--- config.mk ---
export PLATFORM = sky130hd
export DESIGN_NAME = overlay_alpha_blender
export DESIGN_NICKNAME = d
export VERILOG_FILES = /design/src/rtl/overlay_alpha_blender.sv
export SDC_FILE = /design/constraint.sdc
export NUM_CORES = 1
export LEC_CHECK = 0
export ABC_AREA = 1
export CORE_ASPECT_RATIO = 0.5
export CORE_MARGIN = 5
export CORE_UTILIZATION = 47
export CTS_BUF_LIST = sky130_fd_sc_hd__clkbuf_4 sky130_fd_sc_hd__clkbuf_8
export CTS_CLUSTER_SIZE = 20
export DETAILED_ROUTE_END_ITERATION = 7
export PLACE_DENSITY = 0.7
export SKIP_CTS_REPAIR_TIMING = 1
export SLEW_MARGIN = 15
export SYNTH_ARGS = -nofsm -noshare
export SYNTH_HDL_FRONTEND = slang
export SYNTH_SLANG_ARGS = --single-unit
--- constraint.sdc ---
create_clock -name clk -period 20.6 [get_ports clk]
set_input_delay 4.12 -clock clk [delete_from_list [all_inputs] [get_ports clk]]
set_output_delay 4.12 -clock clk [all_outputs]
set_load 0.05 [all_outputs]
--- src/rtl/overlay_alpha_blender.sv ---
// overlay_alpha_blender
// Composites the overlay generator's RGBA stream onto the base video stream.
// The base video is delayed by OVL_LAT cycles so it lines up with the overlay,
// then goes through a 3-stage per-channel alpha blend. A frame-synchronous
// master fade scales the overlay alpha. The fade only steps on a rising edge
// of vid_vs, so a frame is never torn part-way through a ramp.
//
// Ports:
//   clk, rst_n                 pixel clock, async active-low reset
//   enable                     overlay requested on (level)
//   vid_r/g/b, vid_de/hs/vs    base video colour and syncs
//   ovl_r/g/b, ovl_alpha       overlay colour and alpha (0 transparent, 255 opaque)
//   ovl_active                 overlay pixel valid
//   out_r/g/b, out_de/hs/vs    blended colour and syncs (OVL_LAT+3 cycles later)
//   fade_level                 current master fade, 0..256
//   fade_busy                  fade is mid-ramp
module overlay_alpha_blender #(
    parameter int OVL_LAT   = 1,
    parameter int FADE_STEP = 16
) (
    input  logic       clk,
    input  logic       rst_n,
    input  logic       enable,
    input  logic [7:0] vid_r,
    input  logic [7:0] vid_g,
    input  logic [7:0] vid_b,
    input  logic       vid_de,
    input  logic       vid_hs,
    input  logic       vid_vs,
    input  logic [7:0] ovl_r,
    input  logic [7:0] ovl_g,
    input  logic [7:0] ovl_b,
    input  logic [7:0] ovl_alpha,
    input  logic       ovl_active,
    output logic [7:0] out_r,
    output logic [7:0] out_g,
    output logic [7:0] out_b,
    output logic       out_de,
    output logic       out_hs,
    output logic       out_vs,
    output logic [8:0] fade_level,
    output logic       fade_busy
);

    typedef struct packed {
        logic [2:0][7:0] rgb;   // [2]=r [1]=g [0]=b
        logic            de;
        logic            hs;
        logic            vs;
    } pix_t;

    typedef enum logic [1:0] {OFF, FADE_IN, ON, FADE_OUT} state_t;

    localparam logic [9:0] STEP = 10'(FADE_STEP);

    // ---------------- alignment delay ----------------
    pix_t vid_in, vid_al;
    assign vid_in = {vid_r, vid_g, vid_b, vid_de, vid_hs, vid_vs};

    generate
        if (OVL_LAT == 0) begin : g_nodly
            assign vid_al = vid_in;
        end else begin : g_dly
            pix_t dly_q [OVL_LAT];
            always_ff @(posedge clk or negedge rst_n) begin
                if (!rst_n) begin
                    for (int i = 0; i < OVL_LAT; i++) dly_q[i] <= '0;
                end else begin
                    dly_q[0] <= vid_in;
                    for (int i = 1; i < OVL_LAT; i++) dly_q[i] <= dly_q[i-1];
                end
            end
            assign vid_al = dly_q[OVL_LAT-1];
        end
    endgenerate

    // ---------------- fade FSM ----------------
    state_t     state_q, state_d;
    logic [8:0] fade_q, fade_d;
    logic       vs_prev_q;
    logic       vs_rise;
    logic [9:0] fade_up, fade_dn;

    assign vs_rise = vid_vs & ~vs_prev_q;
    assign fade_up = {1'b0, fade_q} + STEP;
    assign fade_dn = {1'b0, fade_q} - STEP;

    always_comb begin
        fade_d  = fade_q;
        state_d = state_q;
        if (vs_rise) begin
            if (enable && fade_q != 9'd256)
                fade_d = (fade_up > 10'd256) ? 9'd256 : fade_up[8:0];
            else if (!enable && fade_q != 9'd0)
                fade_d = ({1'b0, fade_q} > STEP) ? fade_dn[8:0] : 9'd0;

            if (fade_d == 9'd0)        state_d = OFF;
            else if (fade_d == 9'd256) state_d = ON;
            else if (enable)           state_d = FADE_IN;
            else                       state_d = FADE_OUT;
        end
    end

    always_ff @(posedge clk or negedge rst_n) begin
        if (!rst_n) begin
            state_q   <= OFF;
            fade_q    <= '0;
            vs_prev_q <= 1'b0;
        end else begin
            state_q   <= state_d;
            fade_q    <= fade_d;
            vs_prev_q <= vid_vs;
        end
    end

    assign fade_level = fade_q;
    assign fade_busy  = (state_q == FADE_IN) || (state_q == FADE_OUT);

    // ---------------- S1: effective alpha ----------------
    logic [15:0]     a_prod;
    logic [7:0]      a1_d, a1_q;
    logic [2:0][7:0] ovl1_q;
    pix_t            vid1_q;

    assign a_prod = 16'(ovl_alpha) * 16'(fade_q);   // max 255*256 fits 16 bits
    assign a1_d   = (ovl_active && vid_al.de) ? a_prod[15:8] : 8'd0;

    always_ff @(posedge clk or negedge rst_n) begin
        if (!rst_n) begin
            a1_q   <= '0;
            ovl1_q <= '0;
            vid1_q <= '0;
        end else begin
            a1_q   <= a1_d;
            ovl1_q <= {ovl_r, ovl_g, ovl_b};
            vid1_q <= vid_al;
        end
    end

    // ---------------- S2: weighted sums ----------------
    // a_w maps 255 to 256 so an opaque overlay replaces the video exactly.
    logic [8:0]       a_w, a_inv;
    logic [2:0][16:0] sum_d, sum2_q;
    logic [2:0]       sync2_q;

    assign a_w   = {1'b0, a1_q} + 9'(a1_q[7]);
    assign a_inv = 9'd256 - a_w;

    always_comb begin
        sum_d = '0;
        for (int c = 0; c < 3; c++)
            sum_d[c] = 17'(ovl1_q[c]) * 17'(a_w) + 17'(vid1_q.rgb[c]) * 17'(a_inv) + 17'd128;
    end

    always_ff @(posedge clk or negedge rst_n) begin
        if (!rst_n) begin
            sum2_q  <= '0;
            sync2_q <= '0;
        end else begin
            sum2_q  <= sum_d;
            sync2_q <= {vid1_q.de, vid1_q.hs, vid1_q.vs};
        end
    end

    // ---------------- S3: normalise, saturate, blank ----------------
    logic [2:0][7:0] out_d, out_q;
    logic [2:0]      sync3_q;

    always_comb begin
        out_d = '0;
        for (int c = 0; c < 3; c++) begin
            if (!sync2_q[2])        out_d[c] = 8'd0;
            else if (sum2_q[c][16]) out_d[c] = 8'hFF;
            else                    out_d[c] = sum2_q[c][15:8];
        end
    end

    always_ff @(posedge clk or negedge rst_n) begin
        if (!rst_n) begin
            out_q   <= '0;
            sync3_q <= '0;
        end else begin
            out_q   <= out_d;
            sync3_q <= sync2_q;
        end
    end

    assign out_r  = out_q[2];
    assign out_g  = out_q[1];
    assign out_b  = out_q[0];
    assign out_de = sync3_q[2];
    assign out_hs = sync3_q[1];
    assign out_vs = sync3_q[0];

endmodule

**Word level (Yosys, flattened, before mapping)**

Cells that the tools add are included.

- $add $sub $neg: 10
- Multiplexer cells: 15
- Bitwise operators: 2
- $mul: 7
- Order comparisons: 2
- Equality and inequality tests: 4
- Reduce and logical (&&, ||, !) cells: 7

Operator list:

| operator | count |
|---|---|
| 8-bit by 9-bit multiplier with 17-bit output | 6 |
| 8-bit 2-to-1 mux | 7 |
| 17-bit adder | 3 |
| 17-bit by 8-bit adder with 17-bit output (second input constant) | 3 |
| 9-bit 2-to-1 mux | 5 |
| 8-bit by 9-bit multiplier with 16-bit output | 1 |
| 9-bit by 5-bit adder with 10-bit output (second input constant) | 1 |
| 10-bit by 9-bit greater-than comparator with 1-bit output (second input constant) | 1 |
| 8-bit by 1-bit adder with 9-bit output | 1 |
| 9-bit == test (second input constant) | 1 |
| 9-bit by 5-bit greater-than comparator with 1-bit output (second input constant) | 1 |
| 9-bit logical NOT | 1 |
| 9-bit inequality test (second input constant) | 1 |
| 9-bit nonzero test | 1 |
| 9-bit by 5-bit subtractor with 9-bit output (second input constant) | 1 |
| 9-bit subtractor (first input constant) | 1 |
| 2-bit 2-to-1 mux | 3 |
| 1-bit logical AND | 3 |
| 2-bit by 1-bit == test with 1-bit output (second input constant) | 1 |
| 2-bit == test (second input constant) | 1 |
| 1-bit bitwise AND | 1 |
| 1-bit logical NOT | 1 |
| 1-bit logical OR | 1 |
| 1-bit inverter | 1 |

- Bits in registers: 178
- Input port bits: 63
- Output and inout bits: 37

**Longest topological paths before layout**

Gate-level depths: netlist of run 1.

- Depth after elaboration: 8
- Mapped depth: 34

**Least setup slack after synthesis of run 1**

OpenSTA, ideal clock, no wires.

- Path kind: input to register
- Start point: input ovl_alpha[2]
- End point: register a1_q[4]
- Setup slack: 12.899 ns
- Data arrival time: 7.623 ns
- Stages on the path: 19
- Library setup time: 0.077 ns
- Cell sequence: clkbuf_1 > nand2_1 > fa_1 > fa_1 > inv_1 > fa_1 > inv_1 > fa_1 > inv_1 > ha_1 > nand2_1 > nand2_1 > nor2_1 > nand2_1 > nand2_1 > nand2_1 > a21boi_0 > o21ai_0 > a21oi_1

- Cells in the longest elaborated chain, start to end: 2

RTL lines:

| element | line | text |
|---|---|---|
| from (decl) | 33 | `input logic [7:0] ovl_alpha,` |
| 8-bit by 9-bit multiplier with 16-bit output | 125 | `assign a_prod = 16'(ovl_alpha) * 16'(fade_q);` |
| 8-bit 2-to-1 mux | 126 | `assign a1_d = (ovl_active && vid_al.de) ? a_prod[15:8] : 8'd0;` |
| via a1_d[4] | 121 | `logic [7:0] a1_d, a1_q;` |
| to (signal assigned) | 130 | `a1_q <= '0;` |
| to (signal assigned) | 134 | `a1_q <= a1_d;` |
| to (decl) | 121 |  |

The timed path passes the listed nets, and every way through them passes these cells.
A chain may end at the register's enable or synchronous reset.

==> results of run 1 <==
[state kept, by name (all words and copies together) (netlist names), 9 cells and up]
name,cells
fade_level,9
g_dly.dly_q,26
ovl1_q,24
sum2_q,27
vid1_q,27
[metal layers]
layer  share of wire (%)  vias to the layer above  GRT usage [%]
li1                    -                     7317              -
met1                  44                     7703          26.93
met2                  47                      434          33.38
met3                 6.6                       79          4.410
met4                 2.4                        2          5.269
met5               0.027                        -              0
[through the flow]
step / worst slack, ns / utilization, %
global route: 11.96 / 51.83
detailed placement: 12.23 / 50.74
global placement: 12.27 / 50.74
finish: 12.44 / 51.83
floorplan: 12.90 / -
CTS: 12.51 / 51.83
[cell families after synthesis]
logic type / share of synthesized area (%)
buffers and inverters: 13.69
DFF: 17.95
adders and majority gates: 48.33
and+or+nand+nor: 15.18
xor gates and xnor gates: 1.806
AOI/OAI and AO/OA: 3.044
[worst max path at each step]
| stage | startpoint | endpoint | slack (ns) | cells past startpoint |
|---|---|---|---|---|
| 6_report | a1_q[7] | sum2_q[48] | 12.44 | 30 |
| 5_1_grt | a1_q[7] | sum2_q[48] | 11.96 | 29 |
| 4_1_cts | a1_q[7] | sum2_q[48] | 12.51 | 31 |
| 3_5_place_dp | ovl_alpha[2] | a1_q[4] | 12.23 | 19 |
| 3_3_place_gp | ovl_alpha[2] | a1_q[4] | 12.27 | 19 |
| 2_1_floorplan | ovl_alpha[2] | a1_q[4] | 12.90 | 19 |
[area by class of cell]
cell class	count	area, µm²	area share, %
multi-input combinational	1578	14590	62.54
sequential	153	3829	16.41
inverter	695	2609	11.18
timing repair buffer	108	1060	4.543
tap	598	748.2	3.207
clock buffer	19	249.0	1.067
clock inverter	12	245.2	1.051
[worst max-delay path: cells and delay by family, from the launching register on]
kind | cells | cell delay [ns]
AOI/OAI and AO/OA | 4 | 0.95
xor gates and xnor gates | 1 | 0.15
adders and majority gates | 9 | 3.65
buffers and inverters | 6 | 1.43
DFF | 1 | 0.42
and+or+nand+nor | 10 | 1.47
[cell usage in the layout (no fill, tap or decap), types with 2 or more instances in the layout]
cell	Yosys	final
inv_1	687	687
nand2_1	466	466
fa_1	367	367
nor2_1	267	266
ha_1	237	237
dfrtp_1	153	153
clkdlybuf4s50_1	0	98
a21oi_1	59	59
o21ai_0	35	35
nand3_1	28	28
xor2_1	25	25
xnor2_1	19	19
clkbuf_8	0	17
nand4_1	16	16
nor2_2	12	13
buf_4	4	9
bufinv_16	0	7
nand2_2	6	6
inv_2	6	6
o21ai_1	5	5
or2_2	4	4
a211oi_1	4	4
o21bai_1	4	4
nor3_1	4	4
nor2_4	3	3
clkinv_1	2	2
and2_1	2	2
o31ai_1	2	2
a31oi_1	2	2
a21boi_0	2	2
clkbuf_4	0	2
clkinv_2	0	2
inv_6	0	2
==> metrics.cfg, run 1 <==
[yosys]
ys_async_sr_fraction_pct=100.0
synthCells=2495
synth_seq_area_share_pct=17.95
yosysMostFrequentCell=inv_1
synth_nets=3162
synth_common_cells=inv_1 (687), nand2_1 (466), fa_1 (367), nor2_1 (267), ha_1 (237)
syn_avg_cell_area_um2=8.551
synth_ff_type=dfrtp_1
synth_cell_type_count=40
synthDominantCellAreaShare_pct=34.44
synth_top_cell_by_area=fa_1
synth_area_mm2=0.02134
synth_edf_count=0
ys_warn_count=0
synth-seq-cells=153
ys_top_cells_by_area=fa_1 (34%), dfrtp_1 (18%), ha_1 (14%), inv_1 (12%), nand2_1 (8.2%)

[hold_path]
holdPathStages=0
holdPathEnd=vid1_q[16]
hp-start=g_dly.dly_q[16]
hold_class=reg -> reg

[timing]
skew_ns=0.01342
period_needed_ns=8.164
hold_viol=0
fmaxAchievable_ghz=0.1225
holdWs_ns=0.3508
finalSetupTns_ns=0
period_share_pct=39.63
setup_viol=0
finalMaxSlewViolations=0
worst_slew_pin_slew_ns=1.154
grt_setup_unrepaired=no
slew_headroom_pct=23.01

[run_status]
status=completed

[placed_design]
place_area_mm2=0.02283
port_buffers=99
dpl.cell_count=3132
place_congestion=0.8804
hpwl_um=38190

[worst_setup_path]
rr_worst_depth=30
r2r_end=sum2_q[48]
worstSetupStartpointType=flop
worst_path_max_delay_cell=nand2_1
r2r_start=a1_q[7]
worst_ep_required_time_ns=21.02
cpPeakStageDelay_ns=0.71
critPathCaptureType=flop
worst-setup-path-type=reg -> reg
crit_path_frequent_cell=fa_1
worst_ep_arrival_time_ns=8.59
r2r_setup_slack_ns=12.44
critPathMaxFanout=19

[clock_tree]
clk_path_buf_depth=2
numClockSinks=153
clockRootBuffer=clkbuf_8
cts_made_buffers=17
htree_num_levels=4
clk_pin_slew_ns=0.09
clkLatencyLatePin_ns=0.50
cts_tree=built

[final_layout]
fin_nets=3220
final_cell_area_mm2=0.02333
diodes=0
fill_cells=4086
drive_above_1_share_pct=3.041
area_delta_synth_final_pct=9.342
layout.cells.non_filler=3163

[drt]
wl_per_cell_um=15.08
drt_iter0_markers=1010
firstDrtPassIters=5
drc=0
via_per_inst=4.911
routed_wl_um=47700
vias=15535
ant_nets=0

[floorplan]
die_h_um=160.7
initial_core_util_pct=47.41
fp.dieW_um=311.3
core_mm2=0.04501
die_area_mm2=0.05001
fp-row-count=55
ios=100

[run]
max_cap_viol_count=0

[global_routing]
grt_max_degree=91
grt_pass1_vias=16274
grt_pass1_wl_um=81160
overflow=0
grt_antenna_before_repair=1
grt_util_all_layers_pct=20.06

Power of run 1 is left out: the tool's default activity adds up to more than one toggle a clock period on the data nets, which glitch-free logic cannot reach.
==> run 2: changes to the inputs <==
clock period = 8.51 ns   (was 20.6 ns; I/O delays follow)
==> metrics.cfg, run 2 (synthesis gave the netlist of run 1 again) <==
[worst_setup_path]
worst-setup-path-type=reg -> reg
worst_path_max_delay_cell=fa_1
worst_ep_arrival_time_ns=8.14
critPathCaptureType=flop
crit_family=adder cells
worstSetupStartpointType=flop
cpPeakStageDelay_ns=0.59
critPathMaxFanout=15
cp_num_buf_inv=6
worst_ep_required_time_ns=8.91

[global_routing]
grtUsageMet1_pct=28.41
met3_usage_pct=5.764
grt_max_degree=91
top_usage_layer=met2
grt_util_all_layers_pct=21.28
globalRouteMet2Util_pct=34.69
grt_antenna_before_repair=0
grt_pass1_vias=16606
overflow=0
grt_pass1_wl_um=84630

[timing]
slew_headroom_pct=26.23
hold_viol=0
skew_ns=0.01871
finalSetupTns_ns=0
period_share_pct=90.93
worst_slew_pin_slew_ns=1.105
grt_setup_unrepaired=no
setup_viol=0
fmaxAchievable_ghz=0.1292
period_needed_ns=7.738
finalMaxSlewViolations=0

[final_layout]
diodes=0
multi_input_area_mm2=0.01459
seqCellArea_mm2=0.003829
drive_above_1_share_pct=3.341
area_delta_synth_final_pct=9.254
top_regs=sum2_q (27), vid1_q (27), g_dly.dly_q (26)
fill_cells=4202
layout_commonest_cell=inv_1
final_cell_mix=inv_1 (687), nand2_1 (466), fa_1 (367), nor2_1 (267), ha_1 (237)
fin_nets=3228

[clock_tree]
clk_pin_slew_ns=0.09
clkLatencyLatePin_ns=0.54
numClockSinks=153
htree_num_levels=4
clk_path_buf_depth=2
cts_tree=built
cts_made_buffers=17
clockRootBuffer=clkbuf_8

[drt]
vias=15552
via_per_inst=4.903
wl_per_cell_um=15.73
ant_nets=0
routed_wl_um=49900
drc=0
drt_iter0_markers=1114
firstDrtPassIters=6

[floorplan]
die_area_mm2=0.05001
initial_core_util_pct=47.41
fp.dieW_um=311.3
ios=100
die_h_um=160.7
fp-row-count=55
core_mm2=0.04501

[hold_path]
hold_class=reg -> reg

[run_status]
status=completed

[placed_design]
place_congestion=0.9136
hpwl_um=40220
port_buffers=99

[run]
max_cap_viol_count=0

==> run 2: cell types whose count changed in the layout (fill, tap and decap cells not counted), moves of 2 or more <==
cell,delta
clkinv_4,+4
buf_4,+8
bufinv_16,-5
inv_8,+2
clkbuf_8,+2
clkbuf_4,-2
==> run 2: stage by stage <==
| step | hold WS (ns) | util (%) | std cells | setup slack, ns | cell area (µm²) |
|---|---|---|---|---|---|
| 6_report | 0.3479 | 51.79 | 3172 | 0.7721 | 23310 |
| 5_1_grt | 0.3614 | 51.79 | 3172 | 0.2631 | 23310 |
| 4_1_cts | 0.3561 | 51.79 | 3172 | 0.8193 | 23310 |
| 3_5_place_dp | 0.3358 | 50.86 | 3140 | 0.8553 | 22890 |
| 3_3_place_gp | 0.3317 | 50.86 | 3140 | 1.051 | 22890 |
| 2_1_floorplan | 0.3312 | - | 2495 | 1.769 | 21340 |
==> run 2: layout make-up <==
type	count	share of cell area, %
Timing Repair Buffer	116	4.804
Inverter	695	11.19
Multi-Input combinational cell	1578	62.58
Clock buffer	19	1.122
Sequential cell	153	16.43
Clock inverter	13	0.6710
Tap cell	598	3.210
==> run 2: routing by layer <==
layer	share of wire (%)	routed length (µm)	vias to the layer above
li1	-	-	7347
met1	43	21670	7638
met2	46	23140	496
met3	7.9	3952	71
met4	2.3	1139	0
met5	0	0	-
==> run 2: worst paths after layout <==
check / slack [ns] / end / startpoint / depth (start not counted)
hold / removal: 0.35 / vid1_q[19] / g_dly.dly_q[19] / 0
setup reg to reg: 0.77 / sum2_q[33] / a1_q[7] / 31
hold reg to reg: 0.35 / vid1_q[19] / g_dly.dly_q[19] / 0
max in group asynchronous: 5.93 / out_b[1] / rst_n / 2
min in group asynchronous: 1.25 / fade_level[1] / rst_n / 1
setup / recovery: 0.77 / sum2_q[33] / a1_q[7] / 31
Power of run 2 is left out for the same reason.
